==> config.mk <==
export PLATFORM = sky130hd
export DESIGN_NAME = fsm_seq_flat
export DESIGN_NICKNAME = d
export VERILOG_FILES = /design/src/rtl/fsm_seq_if.sv /design/src/rtl/fsm_seq.sv /design/src/flat_wrapper.sv
export SDC_FILE = /design/constraint.sdc
export NUM_CORES = 1
export LEC_CHECK = 0
export ABC_CLOCK_PERIOD_IN_PS = 1600
export CAP_MARGIN = 0
export CORE_MARGIN = 5
export CORE_UTILIZATION = 40
export CTS_BUF_LIST = sky130_fd_sc_hd__clkbuf_16
export DETAILED_ROUTE_END_ITERATION = 16
export PLACE_DENSITY = 0.66
export SYNTH_ARGS = -nofsm -noshare
export SYNTH_HDL_FRONTEND = slang
export SYNTH_SLANG_ARGS = --single-unit
==> constraint.sdc <==
create_clock -name clk -period 1.6 [get_ports clk]
set_input_delay 0.16 -clock clk [delete_from_list [all_inputs] [get_ports clk]]
set_output_delay 0.16 -clock clk [all_outputs]
set_load 0.02 [all_outputs]
==> src/rtl/fsm_seq_if.sv <==
// Control bundle between top-level sequencing inputs and the
// load/clear sequencer that drives the datapath register bank.
interface fsm_seq_if #(
  parameter int CH    = 4,
  parameter int CNT_W = 8
);
  logic                   start;
  logic [CNT_W-1:0]       n_cycles;
  logic                   mode;
  logic                   abort;
  logic                   clr;
  logic [CH-1:0]          ld;
  logic [$clog2(CH)-1:0]  ld_idx;
  logic                   busy;
  logic                   done;

  modport master (
    output start,
    output n_cycles,
    output mode,
    output abort,
    input  clr,
    input  ld,
    input  ld_idx,
    input  busy,
    input  done
  );

  modport slave (
    input  start,
    input  n_cycles,
    input  mode,
    input  abort,
    output clr,
    output ld,
    output ld_idx,
    output busy,
    output done
  );
endinterface

==> src/rtl/fsm_seq.sv <==
// Load/clear sequencer: one clear strobe, N load strobes (round-robin
// or broadcast across CH channels), then a done pulse.
module fsm_seq #(
  parameter int CH    = 4,
  parameter int CNT_W = 8
) (
  input  logic     clk,
  input  logic     reset_n,
  fsm_seq_if.slave bus
);

  localparam int IW = $clog2(CH);
  localparam logic [IW-1:0] PTR_MAX = IW'(CH - 1);
  localparam logic [CH-1:0] ONE_HOT0 = CH'(1);
  localparam logic [CNT_W-1:0] CNT_ONE = CNT_W'(1);

  typedef enum logic [1:0] {
    S_IDLE,
    S_CLEAR,
    S_LOAD,
    S_DONE
  } state_e;

  state_e           state_q, state_d;
  logic [CNT_W-1:0] cnt_q, cnt_d;
  logic [IW-1:0]    ptr_q, ptr_d;
  logic [IW-1:0]    idx_q, idx_d;
  logic             mode_q, mode_d;
  logic [IW-1:0]    ptr_nxt;

  assign ptr_nxt = (ptr_q == PTR_MAX) ? '0 : ptr_q + 1'b1;

  always_ff @(posedge clk or negedge reset_n) begin
    if (!reset_n) begin
      state_q <= S_IDLE;
      cnt_q   <= '0;
      ptr_q   <= '0;
      idx_q   <= '0;
      mode_q  <= 1'b0;
    end else begin
      state_q <= state_d;
      cnt_q   <= cnt_d;
      ptr_q   <= ptr_d;
      idx_q   <= idx_d;
      mode_q  <= mode_d;
    end
  end

  always_comb begin
    state_d = state_q;
    cnt_d   = cnt_q;
    ptr_d   = ptr_q;
    idx_d   = idx_q;
    mode_d  = mode_q;
    unique case (state_q)
      S_IDLE: begin
        if (bus.start) begin
          cnt_d   = bus.n_cycles;
          mode_d  = bus.mode;
          ptr_d   = '0;
          state_d = S_CLEAR;
        end
      end
      S_CLEAR: begin
        if (bus.abort) begin
          state_d = S_IDLE;
        end else if (cnt_q == '0) begin
          state_d = S_DONE;
        end else begin
          state_d = S_LOAD;
        end
      end
      S_LOAD: begin
        // cnt is >= 1 whenever LOAD is entered, so this never wraps
        cnt_d = cnt_q - 1'b1;
        if (!mode_q) begin
          idx_d = ptr_q;
          ptr_d = ptr_nxt;
        end
        if (bus.abort) begin
          state_d = S_IDLE;
        end else if (cnt_q == CNT_ONE) begin
          state_d = S_DONE;
        end
      end
      S_DONE: begin
        state_d = S_IDLE;
      end
      default: begin
        state_d = S_IDLE;
      end
    endcase
  end

  // Outputs depend only on registered state, never on inputs
  always_comb begin
    bus.clr    = 1'b0;
    bus.ld     = '0;
    bus.ld_idx = idx_q;
    bus.busy   = 1'b0;
    bus.done   = 1'b0;
    unique case (state_q)
      S_IDLE: begin
        bus.busy = 1'b0;
      end
      S_CLEAR: begin
        bus.clr  = 1'b1;
        bus.busy = 1'b1;
      end
      S_LOAD: begin
        bus.busy = 1'b1;
        if (mode_q) begin
          bus.ld = '1;
        end else begin
          bus.ld     = ONE_HOT0 << ptr_q;
          bus.ld_idx = ptr_q;
        end
      end
      S_DONE: begin
        bus.done = 1'b1;
        bus.busy = 1'b1;
      end
      default: begin
        bus.busy = 1'b0;
      end
    endcase
  end

endmodule

==> src/flat_wrapper.sv <==
// flat-port wrapper written by rule: the top's interface ports become plain ports
module fsm_seq_flat 
#(
  parameter int CH    = 4,
  parameter int CNT_W = 8
)
  (clk, reset_n, bus_start, bus_n_cycles, bus_mode, bus_abort, bus_clr, bus_ld, bus_ld_idx, bus_busy, bus_done);
  fsm_seq_if #(.CH(CH), .CNT_W(CNT_W)) bus_i ();
  input  logic clk;
  input  logic reset_n;
  input wire logic [$bits(bus_i.start)-1:0] bus_start;
  input wire logic [$bits(bus_i.n_cycles)-1:0] bus_n_cycles;
  input wire logic [$bits(bus_i.mode)-1:0] bus_mode;
  input wire logic [$bits(bus_i.abort)-1:0] bus_abort;
  output wire logic [$bits(bus_i.clr)-1:0] bus_clr;
  output wire logic [$bits(bus_i.ld)-1:0] bus_ld;
  output wire logic [$bits(bus_i.ld_idx)-1:0] bus_ld_idx;
  output wire logic [$bits(bus_i.busy)-1:0] bus_busy;
  output wire logic [$bits(bus_i.done)-1:0] bus_done;
  assign bus_i.start = bus_start;
  assign bus_i.n_cycles = bus_n_cycles;
  assign bus_i.mode = bus_mode;
  assign bus_i.abort = bus_abort;
  assign bus_clr = bus_i.clr;
  assign bus_ld = bus_i.ld;
  assign bus_ld_idx = bus_i.ld_idx;
  assign bus_busy = bus_i.busy;
  assign bus_done = bus_i.done;
  fsm_seq #(.CH(CH), .CNT_W(CNT_W)) u_core (.clk(clk), .reset_n(reset_n), .bus(bus_i));
endmodule
-- After elaboration in Yosys (flattened, before gate mapping)
Cells that the tools add are included.
- register bits: 15
- output and inout bits: 9
- word-level logic and storage cells: 43
- add/sub/neg operators: 2
- equality and inequality tests: 8
- shifts and indexed selects: 1
- multiplexer cells: 19
- reductions and logical operators: 8
- operators with widths (operator ; number):
    2-to-1 mux 2 bit ; 9
    one-hot mux 8 bit (2 select lines) ; 1
    equality test 8 x 1 -> 1 bit, second input constant ; 1
    logical NOT 8 bit ; 1
    2-to-1 mux 4 bit ; 2
    2-to-1 mux 8 bit ; 1
    one-hot mux 2 bit (4 select lines) ; 1
    subtractor 8 x 1 -> 8 bit, second input constant ; 1
    equality test 2 bit, second input constant ; 3
    AND reduction 2 bit ; 3
    inequality test 2 bit, second input constant ; 2
    one-hot mux 2 bit (2 select lines) ; 1
    << shifter 1 x 2 -> 4 bit, first input constant ; 1
    2-to-1 mux 1 bit ; 3
    inequality test 3 x 2 -> 1 bit, second input constant ; 1
    AND reduction 3 bit ; 1
    OR reduction 3 bit ; 1
    adder 2 x 1 -> 2 bit, second input constant ; 1
    equality test 2 x 1 -> 1 bit, second input constant ; 1
    logical NOT 2 bit ; 1
    one-hot mux 1 bit (2 select lines) ; 1
    nonzero test 2 bit ; 1

-- Depth between registers and ports, before layout
- depth after elaboration: 4
- mapped depth: 5
- depth with buffers taken out: 5

-- Least setup slack after synthesis
OpenSTA, ideal clock, no wires.
- kind: reg-to-reg
- start: reg u_core.state_q[0]
- end: reg u_core.cnt_q[5]
- library setup time: 0.137 ns
- arrival time: 1.240 ns
- data required time: 1.463 ns
- slack: 0.223 ns
- stages on the path, launching flop included: 4
- buffers on the path: 0
- period minus slack after synthesis: 1.377 ns
- path through: dfrtp_1 -> or4b_4 -> o211ai_1 -> o311ai_1
- longest elaborated chain between the ends: 3
- RTL lines (item ; RTL line ; text):
    start, declared ; fsm_seq.sv:24 ; state_e state_q, state_d;
    start signal, assigned ; fsm_seq.sv:41 ; state_q <= state_d;
    equality test 2 bit or logical NOT 2 bit (tied branches) ; fsm_seq.sv:55 ; unique case (state_q)
    nonzero test 2 bit (no line) or inequality test 2 bit (tied branches) ; - ;
    AND reduction 2 bit (no line) ; - ;
    end signal, assigned ; fsm_seq.sv:42 ; cnt_q <= cnt_d;
    end, declared ; fsm_seq.sv:25 ; logic [CNT_W-1:0] cnt_q, cnt_d;
Parallel ways exist; a longest one is shown, timed or not.
A chain may end at the register's enable or synchronous reset.

-- Worst setup path in the final report
- start: reg u_core.state_q[0]
- end: out bus_ld_idx[1]
- longest elaborated chain between the ends: 2
- RTL lines (item ; RTL line ; text):
    equality test 2 bit ; fsm_seq.sv:102 ; unique case (state_q)
    2-to-1 mux 2 bit ; - ;
    end, declared ; flat_wrapper.sv:17 ; output wire logic [$bits(bus_i.ld_idx)-1:0] bus_ld_idx;
Every way passes these cells.

==> impl_metrics.json <==
{
  "outcome": "finished clean",
  "drt-wirelength-per-cell_um": 15.2,
  "drt-vias-per-instance": 5.42,
  "powerDensity_mw_per_mm2": 1260,
  "dp_slack_ps": -132,
  "max_stage_delay_ps": 390,
  "seq_area_frac_synth": 0.398,
  "portBuffers": 21,
  "synth_cell_types": 36,
  "num_antenna_cells": 0,
  "syn_inst": 101,
  "coreArea_mm2": 0.00223,
  "r2r_start": "u_core.state_q[0]$_DFFE_PN0P_",
  "drc": 0,
  "cts-root-buf": "clkbuf_16",
  "grt.total_usage": 0.145,
  "rrSetupSlack_ps": 50,
  "layout_setup_ws_ps": 22.1,
  "final_cell_mix": "13 x dfrtp_1, 12 x clkdlybuf4s50_1, 12 x buf_4, 11 x nor2_1",
  "drt-pass1-iter-count": 4,
  "grt_max_degree": 20,
  "crit_path_end_kind": "primary output",
  "ir_drop_mv": 0.802,
  "yosys_warnings": 0,
  "grt_pass1_vias": 856,
  "cts_tree": "built",
  "synthToLayoutAreaGrowth_pct": 44.1,
  "crit_end": "bus_ld_idx[1]",
  "clock_tree.buffer_depth": 2,
  "clk_latency_ps": 250,
  "syn_nets": 121,
  "startpoint": "u_core.state_q[0]$_DFFE_PN0P_",
  "p_leak_nw": 0.603,
  "fillers": 202,
  "cp_max_fo": 2,
  "seq_area_um2": 378,
  "placed_cell_area_mm2": 0.00123,
  "fin_skew_ps": 1.70,
  "rows": 17,
  "synth_edf_count": 0,
  "ys_async_sr_fraction": 1.00,
  "drt-total-wl_um": 2520,
  "setup_violations": 0,
  "die_x_um": 58.5,
  "clkSlewWorstSetupHoldPaths_ps": 50,
  "htreeDepth": 1,
  "synthFlopType": "dfrtp_1",
  "slowest_stage": "dfrtp_1",
  "dieArea_mm2": 0.00343,
  "period_share": 0.986,
  "slew_viol_final": 0,
  "ant_nets": 0,
  "tightest_slew_ps": 355,
  "pin_count": 22,
  "post-route-min-period_ps": 1580,
  "synth.avg_cell_area_um2": 9.33,
  "critPathArrivalTime_ps": 1420,
  "synth_seq_cells": 15,
  "multi_input_area_um2": 538,
  "numCtsBuffers": 3,
  "layout.nets": 158,
  "drt_iter0_drc": 34,
  "path_cells": "nand2b_4, nor2_4, mux2_2, buf_2",
  "grt_pass1_wl_um": 3800,
  "dpl.hpwl_um": 1740,
  "layout_commonest_cell": "dfrtp_1",
  "hold_viol_final": 0,
  "drive_above_1_share": 0.248,
  "cts_sinks": 15,
  "vias": 895,
  "initial_core_util": 0.422,
  "crit_required_ps": 1440,
  "finalInstanceArea_mm2": 0.00136,
  "hold_class": "in -> async",
  "slew_headroom": 0.760,
  "cap_violations": 0,
  "crit_type": "reg -> out",
  "antenna_found_initial": 0,
  "gp_congestion": 0.746,
  "overflow": 0,
  "fp.dieH_um": 58.5,
  "reg2reg_to": "u_core.cnt_q[3]$_DFFE_PN0P_",
  "postCtsHoldBufs": 0,
  "worstSetupStartpointType": "flop",
  "reg2regPathDepth": 4,
  "syn-cell-area_um2": 942,
  "fin_total_pwr_mw": 1.71,
  "setup_tns_ps": 0,
  "fmax_mhz": 634,
  "rsz0062_at_grt": "true"
}
-- flip-flops by register name, indices dropped and copies added, names as in the netlist --
register / flops
u_core.state_q: 2
u_core.idx_q: 2
u_core.mode_q: 1
u_core.cnt_q: 8
u_core.ptr_q: 2
-- worst max-delay path: cells and delay by family (launching register included) --
kind                   cells  cell delay [ps]
DFF                        1              390
muxes                      1              350
and+or+nand+nor            2              270
buffers and inverters      1              160
-- synthesized netlist by cell type, drive strengths merged (2+ instances only) --
cell type,n,area (µm²)
a21oi,4,20.0
o311ai,4,35.0
or3,2,12.5
mux2,2,22.5
a31oi,2,12.5
ha,7,87.6
o211ai,3,22.5
nor2,12,45.0
nor2b,4,25.0
nor4,2,12.5
nand2,6,22.5
buf,2,10.0
nand3,2,10.0
clkbuf,2,7.51
o22ai,4,25.0
inv,7,26.3
dfrtp,15,375
nand2b,2,12.5
a22oi,3,22.5
-- report_power, final --
part           internal [mW]  total [mW]  switching (mW)
Clock                  0.335       0.499           0.165
Combinational          0.295       0.615           0.321
Sequential             0.483       0.598           0.115
-- logic make-up (layout without fill, tap and decap cells) --
family / Yosys count / count (layout) / share of synthesized area
buffers and inverters: 11 / 47 / 0.0465
flip-flops: 15 / 15 / 0.398
AND/OR/NAND/NOR: 39 / 39 / 0.227
multiplexers: 2 / 2 / 0.0239
adder cells (fa/ha/maj): 7 / 7 / 0.0930
AO/OA/AOI/OAI: 27 / 27 / 0.211
-- worst min path at each step --
stage	startpoint	to	slack (ps)	cells after the start
after detailed placement	reset_n	u_core.cnt_q[6]$_DFFE_PN0P_	500	2
after global routing	reset_n	u_core.cnt_q[0]$_DFFE_PN0P_	260	2
after CTS	reset_n	u_core.cnt_q[0]$_DFFE_PN0P_	240	2
final	reset_n	u_core.cnt_q[6]$_DFFE_PN0P_	230	2
after floorplan	reset_n	u_core.cnt_q[0]$_DFFE_PN0P_	-140	0
after global placement	u_core.idx_q[0]$_DFF_PN0_	u_core.idx_q[0]$_DFF_PN0_	480	1
-- per-stage QoR --
stage | hold WS [ps] | utilization | instances
after CTS | 237 | 0.580 | 158
after global placement | 484 | 0.551 | 154
after global routing | 261 | 0.608 | 165
final | 228 | 0.608 | 165
after floorplan | -136 | - | 101
after detailed placement | 499 | 0.551 | 154
-- layout make-up --
cell class | count | share of cell area
clock inverters | 1 | 0.00369
multi-input cells | 75 | 0.396
inverters | 7 | 0.0194
clock buffers | 3 | 0.0553
flip-flops and latches | 15 | 0.278
repair buffers | 36 | 0.221
well taps | 28 | 0.0258
-- timing repair --
item,4_1_cts,5_1_grt
resized for setup,17,14
pin swaps,0,4
setup buffers,0,6
endpoints found under the hold margin,0,0
setup endpoints to repair,9,9
cloned,0,1
-- per-layer routing --
metal,vias up,GRT usage,share of wire
met2,22,0.198,0.46
met1,417,0.212,0.48
met5,-,0,0
li1,451,-,-
met4,0,0.0762,0.018
met3,5,0.0285,0.039
Power figures use the tool's default switching activity.
